## config.mk

```make
export PLATFORM = sky130hd
export DESIGN_NAME = alu_result_stage
export DESIGN_NICKNAME = d
export VERILOG_FILES = /design/src/rtl/alu_pkg.sv /design/src/rtl/result_fifo.sv /design/src/rtl/alu_result_stage.sv
export SDC_FILE = /design/constraint.sdc
export NUM_CORES = 1
export LEC_CHECK = 0
export CORE_UTILIZATION = 50
export DETAILED_ROUTE_END_ITERATION = 10
export HOLD_SLACK_MARGIN = 0.06
export PLACE_DENSITY = 0.82
export SETUP_SLACK_MARGIN = 0.02
export SYNTH_ARGS = -nofsm -noshare
export SYNTH_HDL_FRONTEND = slang
export SYNTH_SLANG_ARGS = --single-unit
```

## constraint.sdc

```tcl
create_clock -name CLK -period 4.9 [get_ports CLK]
set_input_delay 0.98 -clock CLK [delete_from_list [all_inputs] [get_ports CLK]]
set_output_delay 0.98 -clock CLK [all_outputs]
set_load 0.005 [all_outputs]
```

## src/rtl/alu_pkg.sv

```systemverilog
// Shared definitions for the adder result stage: operand width, flag bit
// positions, the buffered result entry and the flag computation.
package alu_pkg;

  localparam int W = 5;

  localparam int FLAG_C = 0;
  localparam int FLAG_Z = 1;
  localparam int FLAG_N = 2;
  localparam int FLAG_V = 3;

  typedef struct packed {
    logic [W:0]  sum;
    logic [3:0]  flags;
  } result_t;

  // Flags describe the W-bit two's-complement view of the sum; carry is S[W].
  function automatic logic [3:0] calc_flags(input logic [W-1:0] a,
                                            input logic [W-1:0] b,
                                            input logic [W:0]   s);
    logic [3:0] f;
    f         = '0;
    f[FLAG_C] = s[W];
    f[FLAG_Z] = (s[W-1:0] == '0);
    f[FLAG_N] = s[W-1];
    f[FLAG_V] = (a[W-1] == b[W-1]) && (s[W-1] != a[W-1]);
    return f;
  endfunction

endpackage

```

## src/rtl/result_fifo.sv

```systemverilog
// Small valid/ready FIFO of result entries; occupancy alone decides in_ready,
// so a pop never opens room for a push in the same cycle.
module result_fifo
  import alu_pkg::*;
#(
  parameter int DEPTH = 2
) (
  input  logic    clk_i,
  input  logic    rst_ni,
  input  logic    in_valid_i,
  output logic    in_ready_o,
  input  result_t in_data_i,
  output logic    out_valid_o,
  input  logic    out_ready_i,
  output result_t out_data_o
);

  localparam int PW = (DEPTH > 1) ? $clog2(DEPTH) : 1;
  localparam int CW = $clog2(DEPTH + 1);
  localparam logic [CW-1:0] FULL = CW'(DEPTH);

  result_t         mem [DEPTH];
  logic [PW-1:0]   wr_ptr_q, wr_ptr_d;
  logic [PW-1:0]   rd_ptr_q, rd_ptr_d;
  logic [CW-1:0]   count_q, count_d;
  logic            push, pop;

  assign in_ready_o  = (count_q != FULL);
  assign out_valid_o = (count_q != '0);
  assign push        = in_valid_i && in_ready_o;
  assign pop         = out_valid_o && out_ready_i;

  always_comb begin
    wr_ptr_d = wr_ptr_q;
    rd_ptr_d = rd_ptr_q;
    count_d  = count_q;
    // DEPTH is a power of two, so pointer overflow is the modulo wrap.
    if (push) wr_ptr_d = wr_ptr_q + 1'b1;
    if (pop)  rd_ptr_d = rd_ptr_q + 1'b1;
    case ({push, pop})
      2'b10:   count_d = count_q + 1'b1;
      2'b01:   count_d = count_q - 1'b1;
      default: count_d = count_q;
    endcase
  end

  always_ff @(posedge clk_i or negedge rst_ni) begin
    if (!rst_ni) begin
      wr_ptr_q <= '0;
      rd_ptr_q <= '0;
      count_q  <= '0;
    end else begin
      wr_ptr_q <= wr_ptr_d;
      rd_ptr_q <= rd_ptr_d;
      count_q  <= count_d;
    end
  end

  always_ff @(posedge clk_i) begin
    if (push) mem[wr_ptr_q] <= in_data_i;
  end

  // Storage is never reset; hide stale contents while empty.
  assign out_data_o = out_valid_o ? mem[rd_ptr_q] : '0;

endmodule

```

## src/rtl/alu_result_stage.sv

```systemverilog
// Registered result stage behind the ripple adder: buffers sums with status
// flags, keeps saturating statistics and a sticky adder-mismatch flag.
module alu_result_stage
  import alu_pkg::*;
#(
  parameter int DEPTH = 2,
  parameter int CNT_W = 8
) (
  input  logic             CLK,
  input  logic             RST_N,
  input  logic             CLR,
  input  logic             IN_VALID,
  output logic             IN_READY,
  input  logic [W-1:0]     A,
  input  logic [W-1:0]     B,
  input  logic [W:0]       S,
  output logic             OUT_VALID,
  input  logic             OUT_READY,
  output logic [W:0]       OUT_S,
  output logic [3:0]       OUT_FLAGS,
  output logic [CNT_W-1:0] RES_CNT,
  output logic [CNT_W-1:0] CARRY_CNT,
  output logic [CNT_W-1:0] OVF_CNT,
  output logic             ERR
);

  localparam logic [CNT_W-1:0] CNT_MAX = '1;

  result_t          in_entry, out_entry;
  logic             push, mismatch;
  logic [W:0]       sum_ref;
  logic [CNT_W-1:0] res_cnt_q, res_cnt_d;
  logic [CNT_W-1:0] carry_cnt_q, carry_cnt_d;
  logic [CNT_W-1:0] ovf_cnt_q, ovf_cnt_d;
  logic             err_q, err_d;

  assign in_entry.sum   = S;
  assign in_entry.flags = calc_flags(A, B, S);
  assign sum_ref        = {1'b0, A} + {1'b0, B};
  assign mismatch       = (S != sum_ref);
  assign push           = IN_VALID && IN_READY;

  result_fifo #(.DEPTH(DEPTH)) u_fifo (
    .clk_i       (CLK),
    .rst_ni      (RST_N),
    .in_valid_i  (IN_VALID),
    .in_ready_o  (IN_READY),
    .in_data_i   (in_entry),
    .out_valid_o (OUT_VALID),
    .out_ready_i (OUT_READY),
    .out_data_o  (out_entry)
  );

  // Clear takes effect first, so a same-cycle qualifying push lands on zero.
  function automatic logic [CNT_W-1:0] cnt_next(input logic [CNT_W-1:0] q,
                                                input logic clr,
                                                input logic inc);
    logic [CNT_W-1:0] base;
    base = clr ? '0 : q;
    return (inc && base != CNT_MAX) ? base + 1'b1 : base;
  endfunction

  always_comb begin
    res_cnt_d   = cnt_next(res_cnt_q, CLR, push);
    carry_cnt_d = cnt_next(carry_cnt_q, CLR, push && in_entry.flags[FLAG_C]);
    ovf_cnt_d   = cnt_next(ovf_cnt_q, CLR, push && in_entry.flags[FLAG_V]);
    err_d       = (CLR ? 1'b0 : err_q) | (push && mismatch);
  end

  always_ff @(posedge CLK or negedge RST_N) begin
    if (!RST_N) begin
      res_cnt_q   <= '0;
      carry_cnt_q <= '0;
      ovf_cnt_q   <= '0;
      err_q       <= 1'b0;
    end else begin
      res_cnt_q   <= res_cnt_d;
      carry_cnt_q <= carry_cnt_d;
      ovf_cnt_q   <= ovf_cnt_d;
      err_q       <= err_d;
    end
  end

  assign OUT_S     = out_entry.sum;
  assign OUT_FLAGS = out_entry.flags;
  assign RES_CNT   = res_cnt_q;
  assign CARRY_CNT = carry_cnt_q;
  assign OVF_CNT   = ovf_cnt_q;
  assign ERR       = err_q;

endmodule

```

==> summary.md, run 1 <==
| Metric | Value |
|---|---|
| Synthesized area per cell | `approximately 11 µm²` |
| Int Pwr | `798.1 µW` |
| Cell variety after synth | `40` |
| Routed WL per cell | `13.79 µm` |
| Commonest cells in the netlist | `xnor2_1, dfrtp_1, nor2_1, nand2_1, edfxtp_1` |
| Crit path time final | `3.182 ns` |
| H-tree levels | `2` |
| Mapped Cells | `222` |
| Cell with the most instances after synthesis | `xnor2_1` |
| Flop2flop setup slack | `2.90 ns` |
| Hold_buf cts | `0` |
| Worst path max stage delay | `0.75 ns` |
| Largest area contributor in the netlist | `dfrtp_1` |
| DR iter-0 viols | `97` |
| Chip Width | `71.80 µm` |
| TritonCTS clock tree | `yes` |
| Worst skew pair latency | `0.30 ns` |
| Period Utilization, post-route | `0.6494` |
| Crit path cell chain | `clkdlybuf4s50_1, nor2b_1, ha_1, nand3b_1, nor4b_4, nor4_2, xnor2_1, nor2_1` |
| Leakage | `1.223 nW` |
| Vias in the first global route | `about 1600` |
| WL final | `about 4.6 mm` |
| # DRC | `0` |
| Layout Cells excl Fill | `336` |
| R2R cell count | `7` |
| Post-Syn Nets | `between 200 and 300` |
| Largest family of logic cells by synthesized area | `simple AND/OR/NAND/NOR gates` |
| Number of synthesized flops with an enable pin | `16` |
| Post-Synth Simple-Gate Area | `0.2137` |
| Sequential-to-total area share from yosys stat | `0.4951` |
| Crit Path Max Fanout | `19` |
| Pwr Density | `361.6 nW/µm²` |
| HPWL after DPL | `3.501 mm` |
| Post-synthesis mux area share | `0.03749` |
| Max Cap Viol | `0` |
| Row count | `25` |
| CP required | `5.05 ns` |
| Via density | `5.247` |
| Initial antenna violation count | `0` |
| Grt ovf | `0` |
| Yosys warning total | `0` |
| Filler cell count | `396` |
| Post-CTS Resized | `0` |
| Most common flop cell mapped by yosys | `dfrtp_1` |
| Crit-path slowest cell | `clkdlybuf4s50_1` |
| Worst setup EP type | `flop` |
| Final setup viols | `0` |
| Clk sink count | `45` |
| Max Clk Rate | `314.3 MHz` |
| Layout cell share with drive strength beyond 1 | `0.06383` |
| Post-synthesis adder-cell area fraction | `0.05444` |
| Reg-to-reg startpoint | `OVF_CNT[0]` |
| Gate power share | `0.363` |
| Clk_skew | `0.006311 ns` |
| Slew Viols, Final | `0` |
| Xor and xnor area share after synthesis | `0.1222` |
| VDD IR-drop max | `0.2284 mV` |
| RSZ-0062 raised after global routing | `false` |
| Reg area | `1206 µm²` |
| IO buf count | `57` |
| Maximum clock insertion buffer count | `2` |
| Multi-input gate area | `1161 µm²` |
| Seq pwr share | `0.450` |
| Rel. slew slack | `0.5660` |
| Synth async-reset ratio | `0.6444` |
| Cells after DPL | `approximately 330` |
| Root buffer cell | `clkbuf_8` |
| Setup bufs post-CTS | `0` |
| Total CTS buffers | `5` |
| GP Congestion | `0.8392` |
| Worst-path clk slew | `0.08 ns` |
| Min-delay worst type | `flop to flop` |
| Total Neg Setup Slack | `0 ns` |
| Worst EP arrival | `3.34 ns` |
| Area Overhead vs Synth | `28.40%` |
| Mapped Area | `2436 µm²` |
| Nets | `312` |
| Startpoint type of the worst setup path | `input pin` |
| Die ar. | `5155 µm²` |
| RR Endpoint | `OVF_CNT[5]` |
| Crit path to | `OVF_CNT[5]` |
| Min Hold Slack | `around 0.5 ns` |
| Yosys reg bits | `45` |
| Synth top area cells | `dfrtp_1, edfxtp_1, xnor2_1` |
| Worst setup path class | `input pin to flop` |
| Synth top area share | `0.2979` |
| First-pass GRT wire length | `7.514 mm` |
| Antenna diode count | `0` |
| Sw Ratio | `0.2943` |
| Psw | `around 330 µW` |
| Clk pwr share | `0.187` |
| Least-Margin Pin Slew | `about 0.65 ns` |
| DR pass1 iterations | `4` |
| Tot GR Track Use | `0.1911` |
| Largest net degree at the start of global routing | `30` |
| Starting Density | `0.5192` |
| Compound-gate portion of the synthesized area | `0.04879` |
| I/O pin total | `between 50 and 60` |
| Critical Path Source | `CLR` |
| CORE AREA | `4692 µm²` |
| Status | `completed` |
| Die H | `71.80 µm` |
| Final hold vios | `0` |
| Final ANT Viol Nets | `0` |
| DR vias | `1763` |
==> registers in the layout, indices dropped and copies added (netlist names) <==
name	cells
u_fifo.mem	16
CARRY_CNT	8
OVF_CNT	8
RES_CNT	8
u_fifo.count_q	2
ERR	1
u_fifo.rd_ptr_q	1
u_fifo.wr_ptr_q	1
==> layout by cell type, fill, tap and decap left out, types with 2 or more instances in the layout <==
master / n
clkdlybuf4s50_1: 57
ha_1: 9
nand4b_1: 3
clkbuf_8: 5
xnor2_1: 30
nor2_1: 28
mux2i_1: 8
inv_1: 7
a21oi_1: 4
a21o_1: 3
nor4_2: 3
dfrtp_1: 29
clkinv_1: 2
xor2_1: 4
nor3_1: 8
a31oi_1: 2
nor3_2: 2
nand3_1: 7
nand2b_1: 2
buf_4: 2
nand2_1: 23
edfxtp_1: 16
nor2b_1: 9
==> worst min-delay path by stage <==
stage / cells past startpoint / end / start
finish: 1 / u_fifo.count_q[1] / u_fifo.count_q[1]
global route: 1 / u_fifo.count_q[1] / u_fifo.count_q[1]
CTS: 1 / u_fifo.count_q[1] / u_fifo.count_q[1]
detailed placement: 1 / u_fifo.count_q[1] / u_fifo.count_q[1]
global placement: 1 / u_fifo.wr_ptr_q / u_fifo.wr_ptr_q
floorplan: 1 / u_fifo.wr_ptr_q / u_fifo.wr_ptr_q
==> metal layers <==
layer / GRT usage / up-vias / part of all wire / routed length (µm)
met2: 0.3208 / 46 / 0.50 / 2311
li1: - / 879 / - / -
met5: 0 / - / 0 / 0
met1: 0.2374 / 828 / 0.44 / 2035
met3: 0.04360 / 10 / 0.043 / 197
met4: 0.08279 / 0 / 0.019 / 89
==> critical path, delay by kind of cell <==
kind | cells | cell delay, ns
xor gates and xnor gates | 1 | 0.16
adders and majority gates | 1 | 0.27
buffers and inverters | 1 | 0.75
and+or+nand+nor | 5 | 1.18
==> per-stage QoR <==
stage / total power [mW] / setup slack, ns / instance area [µm²] / util
after floorplan: 0.7422 / 2.398 / 2436 / -
after global placement: 0.9221 / 1.496 / 3047 / 0.6493
after detailed placement: 0.9325 / 1.413 / 3047 / 0.6493
after CTS: 1.144 / 1.734 / 3128 / 0.6667
after global routing: 1.198 / 1.470 / 3128 / 0.6667
final: 1.131 / 1.718 / 3128 / 0.6667
==> cell families (layout without fill, tap and decap cells) <==
logic type / Yosys count / count (layout)
fa+ha+maj: 10 / 10
compound gates: 14 / 14
flops: 45 / 45
xor+xnor: 34 / 34
mux: 9 / 9
simple gates: 96 / 96
buf+inv: 14 / 74
==> cell type report <==
class | instances | area share
timing repair buffer | 59 | 0.1872
sequential | 45 | 0.3856
clock buffer | 5 | 0.02200
multi-input combinational | 163 | 0.3712
clock inverter | 3 | 0.004000
inverter | 7 | 0.008400
tap | 54 | 0.02160
==> power groups by stage <==
stage	Clock (mW)	Sequential, mW	Combinational (mW)
6_report	0.212	0.509	0.411
5_1_grt	0.231	0.518	0.450
4_1_cts	0.217	0.511	0.416
3_5_place_dp	0	0.519	0.414
3_3_place_gp	0	0.516	0.406
2_1_floorplan	0	0.497	0.246
Note: power is estimated with default switching activity, not from simulation.
==> inputs of run 2 (changes only) <==
--- a/config.mk
+++ b/config.mk
@@ -5,10 +5,10 @@
 export SDC_FILE = /design/constraint.sdc
 export NUM_CORES = 1
 export LEC_CHECK = 0
-export CORE_UTILIZATION = 50
+export CORE_UTILIZATION = 45
 export DETAILED_ROUTE_END_ITERATION = 10
 export HOLD_SLACK_MARGIN = 0.06
-export PLACE_DENSITY = 0.82
+export PLACE_DENSITY = 0.78
 export SETUP_SLACK_MARGIN = 0.02
 export SYNTH_ARGS = -nofsm -noshare
 export SYNTH_HDL_FRONTEND = slang
==> constraint.sdc (replaced) <==
create_clock -name CLK -period 2.8 [get_ports CLK]
set_input_delay 0.56 -clock CLK [delete_from_list [all_inputs] [get_ports CLK]]
set_output_delay 0.56 -clock CLK [all_outputs]
set_load 0.005 [all_outputs]
==> run 2 against run 1 <==
Against the previous run:
- core utilization fell by 4.2 points
- register-to-register slack got worse by 2.1 ns
- global-route usage fell by 0.76 points
- routed wire length rose by 2.7%
- via count rose by 2.7%
==> summary.md, run 2 (synthesis results as in run 1) <==
| Metric | Value |
|---|---|
| Status | `completed` |
| Layout cell share with drive strength beyond 1 | `0.08392` |
| Starting Density | `0.4710` |
| Tot GR Track Use | `0.1835` |
| Sw Ratio | `0.2742` |
| Die H | `between 70 and 80 µm` |
| WL final | `~4.8 mm` |
| Setup bufs post-CTS | `0` |
| Crit-path slowest cell | `clkdlybuf4s50_1` |
| H-tree levels | `2` |
| Period Utilization, post-route | `0.8535` |
| VDD IR-drop max | `0.4037 mV` |
| Leakage | `1.267 nW` |
| Vias in the first global route | `1703` |
| Clk_skew | `0.007823 ns` |
| Worst path max stage delay | `0.49 ns` |
| CP required | `3.02 ns` |
| Rel. slew slack | `0.6096` |
| Grt ovf | `0` |
| Int Pwr | `1.594 mW` |
| Post-CTS Resized | `0` |
| DR vias | `about 1800` |
| Crit path time final | `2.390 ns` |
| Area Overhead vs Synth | `32.61%` |
| Slew Viols, Final | `0` |
| Die ar. | `5712 µm²` |
| Pwr Density | `680.0 nW/µm²` |
| Row count | `26` |
| DR iter-0 viols | `62` |
| Routed WL per cell | `13.37 µm` |
| Worst skew pair latency | `0.30 ns` |
| Least-Margin Pin Slew | `0.5834 ns` |
| IO buf count | `57` |
| Worst setup EP type | `flop` |
| Final Core Density | `0.6246` |
| GP Congestion | `0.8449` |
| Psw | `between 600 and 700 µW` |
| Final hold vios | `0` |
| First-pass GRT wire length | `7.714 mm` |
| Worst-path clk slew | `0.08 ns` |
| I/O pin total | `58` |
| RSZ-0062 raised after global routing | `false` |
| Total Neg Setup Slack | `0 ns` |
| Max reg flops | `16` |
| Antenna diode count | `0` |
| Max Clk Rate | `418.5 MHz` |
| Root buffer cell | `clkbuf_8` |
| Final ANT Viol Nets | `0` |
| Reg-to-reg startpoint | `OVF_CNT[0]` |
| Max Cap Viol | `0` |
| Layout Cells excl Fill | `356` |
| Initial antenna violation count | `0` |
| Min Hold Slack | `0.4949 ns` |
| Maximum clock insertion buffer count | `2` |
| Startpoint type of the worst setup path | `input pin` |
| Min-delay worst type | `flop to flop` |
| Worst hold start | `u_fifo.wr_ptr_q` |
| Via density | `around 5.1` |
| TritonCTS clock tree | `yes` |
| Gate power share | `0.334` |
| Final Power | `2.197 mW` |
| Nets | `316` |
| Clk sink count | `45` |
| Worst setup path class | `input pin to flop` |
| Total CTS buffers | `5` |
| # DRC | `0` |
| Filler cell count | `423` |
| Register with the most flip-flops | `u_fifo.mem` |
| Cells after DPL | `~350` |
| DR pass1 iterations | `4` |
| Most frequent cells in the layout | `clkdlybuf4s50_1, xnor2_1, dfrtp_1` |
| Crit path cell chain | `clkdlybuf4s50_1, nor2b_1, ha_1, nand3b_1, nor4b_4, a21oi_1, nand2_1, xnor2_1` |
| HPWL after DPL | `3.533 mm` |
| Commonest non-fill, non-tap cell in the layout | `clkdlybuf4s50_1` |
| Crit Path Max Fanout | `7` |
| CORE AREA | `5172 µm²` |
| Critical Path Source | `CLR` |
| Clk pwr share | `0.259` |
| Chip Width | `75.58 µm` |
| Worst EP arrival | `between 2 and 3 ns` |
| Largest net degree at the start of global routing | `30` |
| Hold_buf cts | `0` |
| Seq pwr share | `0.407` |
| Final setup viols | `0` |
run 2: cell count changes in the layout (fill, tap and decap cells not counted), sizes merged:
cell | before | now
buf | 2 | 6
bufinv | 0 | 2
clkinv | 3 | 1
run 2: stage by stage:
step | worst slack [ns] | area [µm²]
after global placement | 0.1878 | 3097
after detailed placement | 0.08817 | 3097
final | 0.4103 | 3231
after global routing | 0.2605 | 3231
after floorplan | 0.7182 | 2436
after CTS | 0.4086 | 3231
run 2: power groups by stage:
stage | combinational (mW) | clock [mW] | sequential, mW
finish | 0.733 | 0.570 | 0.894
global route | 0.823 | 0.614 | 0.908
CTS | 0.747 | 0.583 | 0.897
detailed placement | 0.743 | 0 | 0.908
global placement | 0.730 | 0 | 0.906
floorplan | 0.430 | 0 | 0.869
run 2: worst max-delay path, delay by kind of cell:
kind | cells | cell delay (ns)
xor+xnor | 1 | 0.12
fa+ha+maj | 1 | 0.28
compound gates | 1 | 0.17
simple gates | 4 | 1.00
buf+inv | 1 | 0.49
run 2: metal layers:
layer / wire length (µm) / global-route usage
met5: 0 / 0
met4: 85 / 0.06996
met3: 227 / 0.04894
met2: 2291 / 0.2986
met1: 2154 / 0.2358
run 2: worst paths after layout:
path / to / slack [ns] / cells past startpoint
min: u_fifo.wr_ptr_q / 0.49 / 1
max reg2reg: OVF_CNT[2] / 0.79 / 7
max in group asynchronous: CARRY_CNT[5] / 1.88 / 2
min reg2reg: u_fifo.wr_ptr_q / 0.49 / 1
max: OVF_CNT[2] / 0.41 / 8
min in group asynchronous: OVF_CNT[3] / 0.64 / 2
run 2: final cells by class:
| class | count | area (µm²) | share of cell area |
|---|---|---|---|
| flip-flops and latches | 45 | 1206 | 0.3734 |
| multi-input cells | 163 | 1161 | 0.3594 |
| inverters | 7 | 26.28 | 0.008133 |
| well taps | 70 | 87.58 | 0.02711 |
| clock buffers | 5 | 68.82 | 0.02130 |
| clock inverters | 3 | 65.06 | 0.02014 |
| repair buffers | 63 | 615.6 | 0.1905 |
